===== config.mk =====
export PLATFORM = sky130hd
export DESIGN_NAME = column_result_drain
export DESIGN_NICKNAME = d
export VERILOG_FILES = /design/src/rtl/column_result_drain_pkg.sv /design/src/rtl/column_result_drain_result_requant.sv /design/src/rtl/column_result_drain.sv
export SDC_FILE = /design/constraint.sdc
export NUM_CORES = 1
export LEC_CHECK = 0
export CAP_MARGIN = 20
export CORE_MARGIN = 3
export CORE_UTILIZATION = 54
export DETAILED_ROUTE_END_ITERATION = 8
export HOLD_SLACK_MARGIN = 0.12
export PLACE_DENSITY = 0.9
export SLEW_MARGIN = 25
export SYNTH_ARGS = -nofsm -noshare
export SYNTH_HDL_FRONTEND = slang
export SYNTH_HIERARCHICAL = 1
export SYNTH_SLANG_ARGS = --single-unit

===== constraint.sdc =====
create_clock -name clk -period 43.9 [get_ports clk]
set_input_delay 8.78 -clock clk [delete_from_list [all_inputs] [get_ports clk]]
set_output_delay 8.78 -clock clk [all_outputs]
set_load 0.03 [all_outputs]

===== src/rtl/column_result_drain_pkg.sv =====
// Shared definitions for the column result drain.
//   - FSM state encoding (IDLE / SEND)
//   - default geometry constants (lanes, accumulator width, output width, shift width)
//   - lane_slice(): extracts one accumulator lane from the packed column bus
package column_result_drain_pkg;

    localparam int LANES   = 16;
    localparam int ACC_W   = 28;
    localparam int OUT_W   = 16;
    localparam int SHIFT_W = 5;
    localparam int PTR_W   = 4;

    typedef enum logic {
        ST_IDLE = 1'b0,
        ST_SEND = 1'b1
    } state_e;

    // Lane k lives in bits [ACC_W*k +: ACC_W]; lane 0 is the first PE of the column.
    function automatic logic [ACC_W-1:0] lane_slice(input logic [LANES*ACC_W-1:0] bus,
                                                    input logic [PTR_W-1:0]       k);
        return bus[int'(k)*ACC_W +: ACC_W];
    endfunction

endpackage


===== src/rtl/column_result_drain_result_requant.sv =====
// result_requant: purely combinational requantizer.
//   acc_i   : signed ACC_W-bit accumulator value
//   shift_i : arithmetic right-shift amount (sign-filled, floor rounding)
//   data_o  : shifted value saturated to a signed OUT_W-bit word
module result_requant #(
    parameter int ACC_W   = 28,
    parameter int OUT_W   = 16,
    parameter int SHIFT_W = 5
) (
    input  logic [ACC_W-1:0]   acc_i,
    input  logic [SHIFT_W-1:0] shift_i,
    output logic [OUT_W-1:0]   data_o
);

    logic signed [ACC_W-1:0] shifted;
    logic [ACC_W-OUT_W:0]    upper;

    // Shifts beyond ACC_W-1 leave only sign bits, giving 0 or -1.
    assign shifted = $signed(acc_i) >>> shift_i;

    // The value fits in OUT_W bits exactly when every bit from the output
    // sign position upward is a copy of the sign.
    assign upper = shifted[ACC_W-1:OUT_W-1];

    always_comb begin
        data_o = shifted[OUT_W-1:0];
        if (!((&upper) || (~|upper))) begin
            if (shifted[ACC_W-1]) begin
                data_o = {1'b1, {(OUT_W-1){1'b0}}};
            end else begin
                data_o = {1'b0, {(OUT_W-1){1'b1}}};
            end
        end
    end

endmodule


===== src/rtl/column_result_drain.sv =====
// column_result_drain: snapshots the 16 accumulator lanes of a BitFusion
// column on a capture strobe and streams them, requantized, one lane per
// transfer to the output buffer.
//   clk, reset      : rising-edge clock, synchronous active-low reset
//   capture, shift  : snapshot strobe and the shift amount latched with it
//   col_outputs     : packed column accumulators
//   out_data/out_lane/out_last/out_valid, out_ready : output stream
//   busy            : snapshot not yet fully drained
//   overrun         : sticky, a capture arrived while draining and was dropped
//   dbg_state       : current FSM state (0 = IDLE, 1 = SEND)
//
// Handshake: a word transfers on every rising edge where out_valid and
// out_ready are both high; while out_valid is high and out_ready is low the
// presented word, lane and last flag hold steady.
module column_result_drain
    import column_result_drain_pkg::*;
(
    input  logic                   clk,
    input  logic                   reset,
    input  logic                   capture,
    input  logic [SHIFT_W-1:0]     shift,
    input  logic [LANES*ACC_W-1:0] col_outputs,
    output logic [OUT_W-1:0]       out_data,
    output logic [PTR_W-1:0]       out_lane,
    output logic                   out_valid,
    input  logic                   out_ready,
    output logic                   out_last,
    output logic                   busy,
    output logic                   overrun,
    output logic                   dbg_state
);

    localparam logic [PTR_W-1:0] LAST_LANE = PTR_W'(LANES - 1);

    state_e             state_q;
    logic [PTR_W-1:0]   ptr_q;
    logic [SHIFT_W-1:0] shift_q;
    logic               overrun_q;
    logic [ACC_W-1:0]   bank_q [LANES];

    logic               handshake;
    logic               final_hs;
    logic               load_bank;
    logic [OUT_W-1:0]   req_data;

    assign handshake = (state_q == ST_SEND) && out_ready;
    assign final_hs  = handshake && (ptr_q == LAST_LANE);
    // The bank reloads from IDLE, or on the last handshake for a
    // back-to-back snapshot with no bubble.
    assign load_bank = reset && capture && ((state_q == ST_IDLE) || final_hs);

    // Shadow bank is deliberately not reset; its contents are only
    // observable after a capture has loaded it.
    always_ff @(posedge clk) begin
        if (load_bank) begin
            for (int k = 0; k < LANES; k++) begin
                bank_q[k] <= lane_slice(col_outputs, PTR_W'(k));
            end
        end
    end

    always_ff @(posedge clk) begin
        if (!reset) begin
            state_q   <= ST_IDLE;
            ptr_q     <= '0;
            shift_q   <= '0;
            overrun_q <= 1'b0;
        end else begin
            case (state_q)
                ST_IDLE: begin
                    if (capture) begin
                        state_q <= ST_SEND;
                        ptr_q   <= '0;
                        shift_q <= shift;
                    end
                end
                ST_SEND: begin
                    if (capture && !final_hs) begin
                        overrun_q <= 1'b1;
                    end
                    if (out_ready) begin
                        if (ptr_q != LAST_LANE) begin
                            ptr_q <= ptr_q + 1'b1;
                        end else begin
                            ptr_q <= '0;
                            if (capture) begin
                                shift_q <= shift;
                            end else begin
                                state_q <= ST_IDLE;
                            end
                        end
                    end
                end
                default: state_q <= ST_IDLE;
            endcase
        end
    end

    result_requant #(
        .ACC_W  (ACC_W),
        .OUT_W  (OUT_W),
        .SHIFT_W(SHIFT_W)
    ) u_requant (
        .acc_i  (bank_q[ptr_q]),
        .shift_i(shift_q),
        .data_o (req_data)
    );

    assign out_valid = (state_q == ST_SEND);
    assign busy      = out_valid;
    assign out_lane  = ptr_q;
    assign out_last  = out_valid && (ptr_q == LAST_LANE);
    // Forced to zero outside SEND so an un-loaded bank never leaks out.
    assign out_data  = out_valid ? req_data : '0;
    assign overrun   = overrun_q;
    assign dbg_state = state_q;

endmodule


==> run summary <==
The critical path goes through buf_4 > mux4_2 > a22oi_1 > nand2_1 > mux4_1 > mux2i_1 > a31oi_1 > a21oi_1 > nand3_1 > a21oi_4 > a221oi_1 > and2_1 > clkdlybuf4s50_1. The post-route setup TNS came out at 0 ns. Yosys instantiated no cell more often than edfxtp_1. For this design the total switching power over the nets is about 0.00022 W. The number of hold violations in the final report came out at 0. The met1 track demand over resource in global routing came out at 0.357. The tightest min-delay check is of the flip-flop to flip-flop type. The share of final-layout standard cells stronger than drive strength 1 came out at 0.148. The met3 global-route usage came out at 0.0658. The final route contains ~12000 vias. The cell sitting at the root of the clock tree is a clkbuf_16. After clock tree synthesis, the setup repair step added 0 buffers. The average cell area after synthesis came out at 19.4 µm².

After global routing, the most crowded layer is met2. The number of max-slew violations in the final report is 0. The top-level I/O count came out at a little under 500. The area share of the largest cell type after synthesis came out at 0.686. After detailed routing, the total wire length is about 57 mm. The relative contribution of combinational cells to total power is 0.109. The post-detailed-route count of antenna-violating nets is 0.

The count of input and output buffers is 481. The number of distinct library cells after synthesis came out at 67. Counting instances in the post-synthesis netlist gives the leading cell types as edfxtp_1 (448), mux4_2 (110), nand2_1 (67), a22oi_1 (58), mux2i_1 (33). The average via count per standard cell came out at 6.05. The first-iteration detailed-routing DRC count is 1326. The clock network fraction of total power came out at 0.387.

The worst setup slack before clock tree synthesis is approximately 30 ns. The area of the die came out at about 39000 µm². The area of the mapped netlist came out at roughly 20000 µm². The initial standard-cell utilization of the core came out at 0.550. The proportion of synthesized chip area in sequential cells is 0.701. The clock arrives with ~0.017 ns of skew. The final weighted congestion in routability-driven placement is slightly above 0.9. The horizontal die dimension came out at between 150 and 200 µm. The number of design rule violations left after detail routing is 0. The peak supply drop is roughly 0.037 mV.

The overall global routing resource usage is 0.294. Yosys attributes the largest share of cell area to edfxtp_1 (69%), mux4_2 (13%), mux4_1 (2.7%), a22oi_1 (2.2%), mux2i_1 (1.7%). The flow ran to the end, and the final reports show no timing, DRC or antenna violations. The number of synthesized register bits is between 400 and 500. Compared with the post-synthesis result, the final layout area differs by 33.1%.

The initial antenna violation count came to 17. The final global-route overflow total came out at 0. The site row count is a little under 70. Hold repair after CTS inserted 0 buffers. For the pin with the worst max-slew slack, the measured transition is 1.12 ns. The H-tree generated during clock tree synthesis spans 2 levels. After clock tree synthesis, the clock-pin slew on the worst setup and hold paths is roughly 0.060 ns. The clock insertion delay at the later pin of the skew report came out at approximately 0.58 ns.

The async set-reset flop share out of synthesis came out at 0. Yosys printed 6 warnings. For this run, global-route usage on met2 was measured as 0.504. Counting along the longest clock path gives a buffer depth of 3. The post-layout minimum cycle time is 15.23 ns. The analysis attributes to cell leakage a power of between 8 and 9 nW. Along the worst path, the maximum fanout reaches 64. The largest net degree at the start of global routing came out at roughly 190. Setup violations remaining at the end of the flow were counted as 0.

The fraction of the cycle the final worst path needs came out at 0.347. The cell count after synthesis came out at a little over 1000. In the synthesized netlist the dominant register cell turns out to be edfxtp_1.

The critical path start-end classification is flip-flop to output pin. The count of nets after finishing is approximately 1900. The via count of the first global-routing pass came out at about 13000. The filler cells instantiated in the layout total ~2000. The total power after layout came out at between 0.001 and 0.0015 W. The kind of cell adding the most delay to the critical path is multiplexers.

STA classifies the critical path endpoint as an output pin. The sequential share of power is 0.505. Of the total power, the share spent switching nets is 0.218. In this run the vertical extent of the chip is between 150 and 200 µm.

The synthesized net count came out at about 1500. After legalization and detailed placement, the total HPWL measured around 40 mm. edfxtp_1 takes more of the synthesized area than any other cell. TritonCTS built the clock tree.

The number of enable-type register cells in the synthesized netlist is between 400 and 500. The number of violations of the max-capacitance limit is 0. The smallest setup slack after layout came out at between 20 and 30 ns. The average wire length per cell after detail routing is 28.7 µm. For this run, the slowest stage of the critical path takes ~0.84 ns. Together, buffers and inverters on the worst path number 2. The first global-routing pass estimated 82.3 mm of wire. The core area is around 36000 µm².

The worst path arrival time came out at 6.45 ns. Setup repair after global routing left no endpoint under its margin. Timing would allow up to 65.7 MHz. Among all stages on the critical path, the largest delay is contributed by buf_4. The relative slew slack came out at 0.252. For this design the ratio of total power to cell area is 38.9 nW/µm². The required arrival time at the worst endpoint is 35.12 ns.

Post-CTS repair changed the size of 0 cells. The first detailed-routing pass took 6 iterations. The startpoint class of the critical path is a flip-flop. Counting every sink on the clock net gives approximately 460. The cell-internal power came out at 0.000794 W. The number of buffers created by CTS came out at 46.
[per-stage QoR]
| stage | instance area [µm²] | utilization | hold WS, ns | instances |
|---|---|---|---|---|
| detailed placement | 24600 | 0.689 | 0.504 | 1895 |
| floorplan | 19600 | - | 0.431 | 1011 |
| global placement | 24600 | 0.689 | 0.474 | 1895 |
| CTS | 26100 | 0.731 | 0.522 | 1980 |
| global route | 26100 | 0.732 | 0.526 | 1992 |
| finish | 26100 | 0.732 | 0.509 | 1994 |
[worst register-to-register path: cells and delay by family (launching register included)]
family          cells  cell delay [ns]
fa+ha+maj           1             0.29
simple gates        2             1.07
compound gates      1             0.42
flops               1             0.43
buf+inv             1             0.72
[placed cells by master (no fill, tap or decap), drive strengths merged, types with 18 or more instances in the layout]
cell             n
mux4           130
o21ai           20
clkbuf          62
clkdlybuf4s50  481
clkinv          18
nor2            25
nand2           67
a22oi           58
a21oi           20
edfxtp         448
mux2i           33
and2            20
[metal layers]
metal / wire length [µm] / vias to the layer above
met5: 54 / -
met2: 30000 / 757
li1: - / 5168
met3: 4730 / 151
met1: 19400 / 5986
met4: 3000 / 8
[layout make-up]
type	count	area [µm²]	share of cell area
Antenna cell	14	35.0	0.00134
Clock buffer	62	1260	0.0484
Clock inverter	23	224	0.00858
Inverter	11	41.3	0.00158
Multi-Input combinational cell	466	5270	0.202
Sequential cell	463	13800	0.527
Tap cell	461	577	0.0221
Timing Repair Buffer	494	4930	0.189
[state kept, by name (all words and copies together) (netlist names), named ones only]
signal and cells:
overrun 1, busy 1, shift_q 5, bank_q 448
out_lane 4
[cell families (layout without fill, tap and decap cells)]
group | Yosys count | after routing | synth area share
other | 0 | 14 | 0
AO/OA/AOI/OAI | 145 | 145 | 0.0557
adder cells (fa/ha/maj) | 1 | 1 | 0.000638
multiplexers | 174 | 174 | 0.176
buffers and inverters | 82 | 590 | 0.0309
flip-flops | 463 | 463 | 0.701
AND/OR/NAND/NOR | 146 | 146 | 0.0354
[power by group through the flow]
stage / Combinational, W / Clock [W] / Sequential, W
finish: 0.000110 / 0.000392 / 0.000512
global route: 0.000116 / 0.000413 / 0.000513
CTS: 0.000110 / 0.000397 / 0.000512
detailed placement: 0.000109 / 0 / 0.000521
global placement: 0.000107 / 0 / 0.000520
floorplan: 0.0000534 / 0 / 0.000525
[worst paths after layout]
kind / slack, ns / to / cells after the start / start
worst max-delay path: 28.67 / out_data[9] / 13 / flip-flop
worst min-delay path: 0.51 / overrun / 2 / overrun
worst max register to register: 40.30 / bank_q[13][27] / 5 / out_lane[0]
worst min register to register: 0.51 / overrun / 2 / overrun
(Power assumes the default switching activity.)
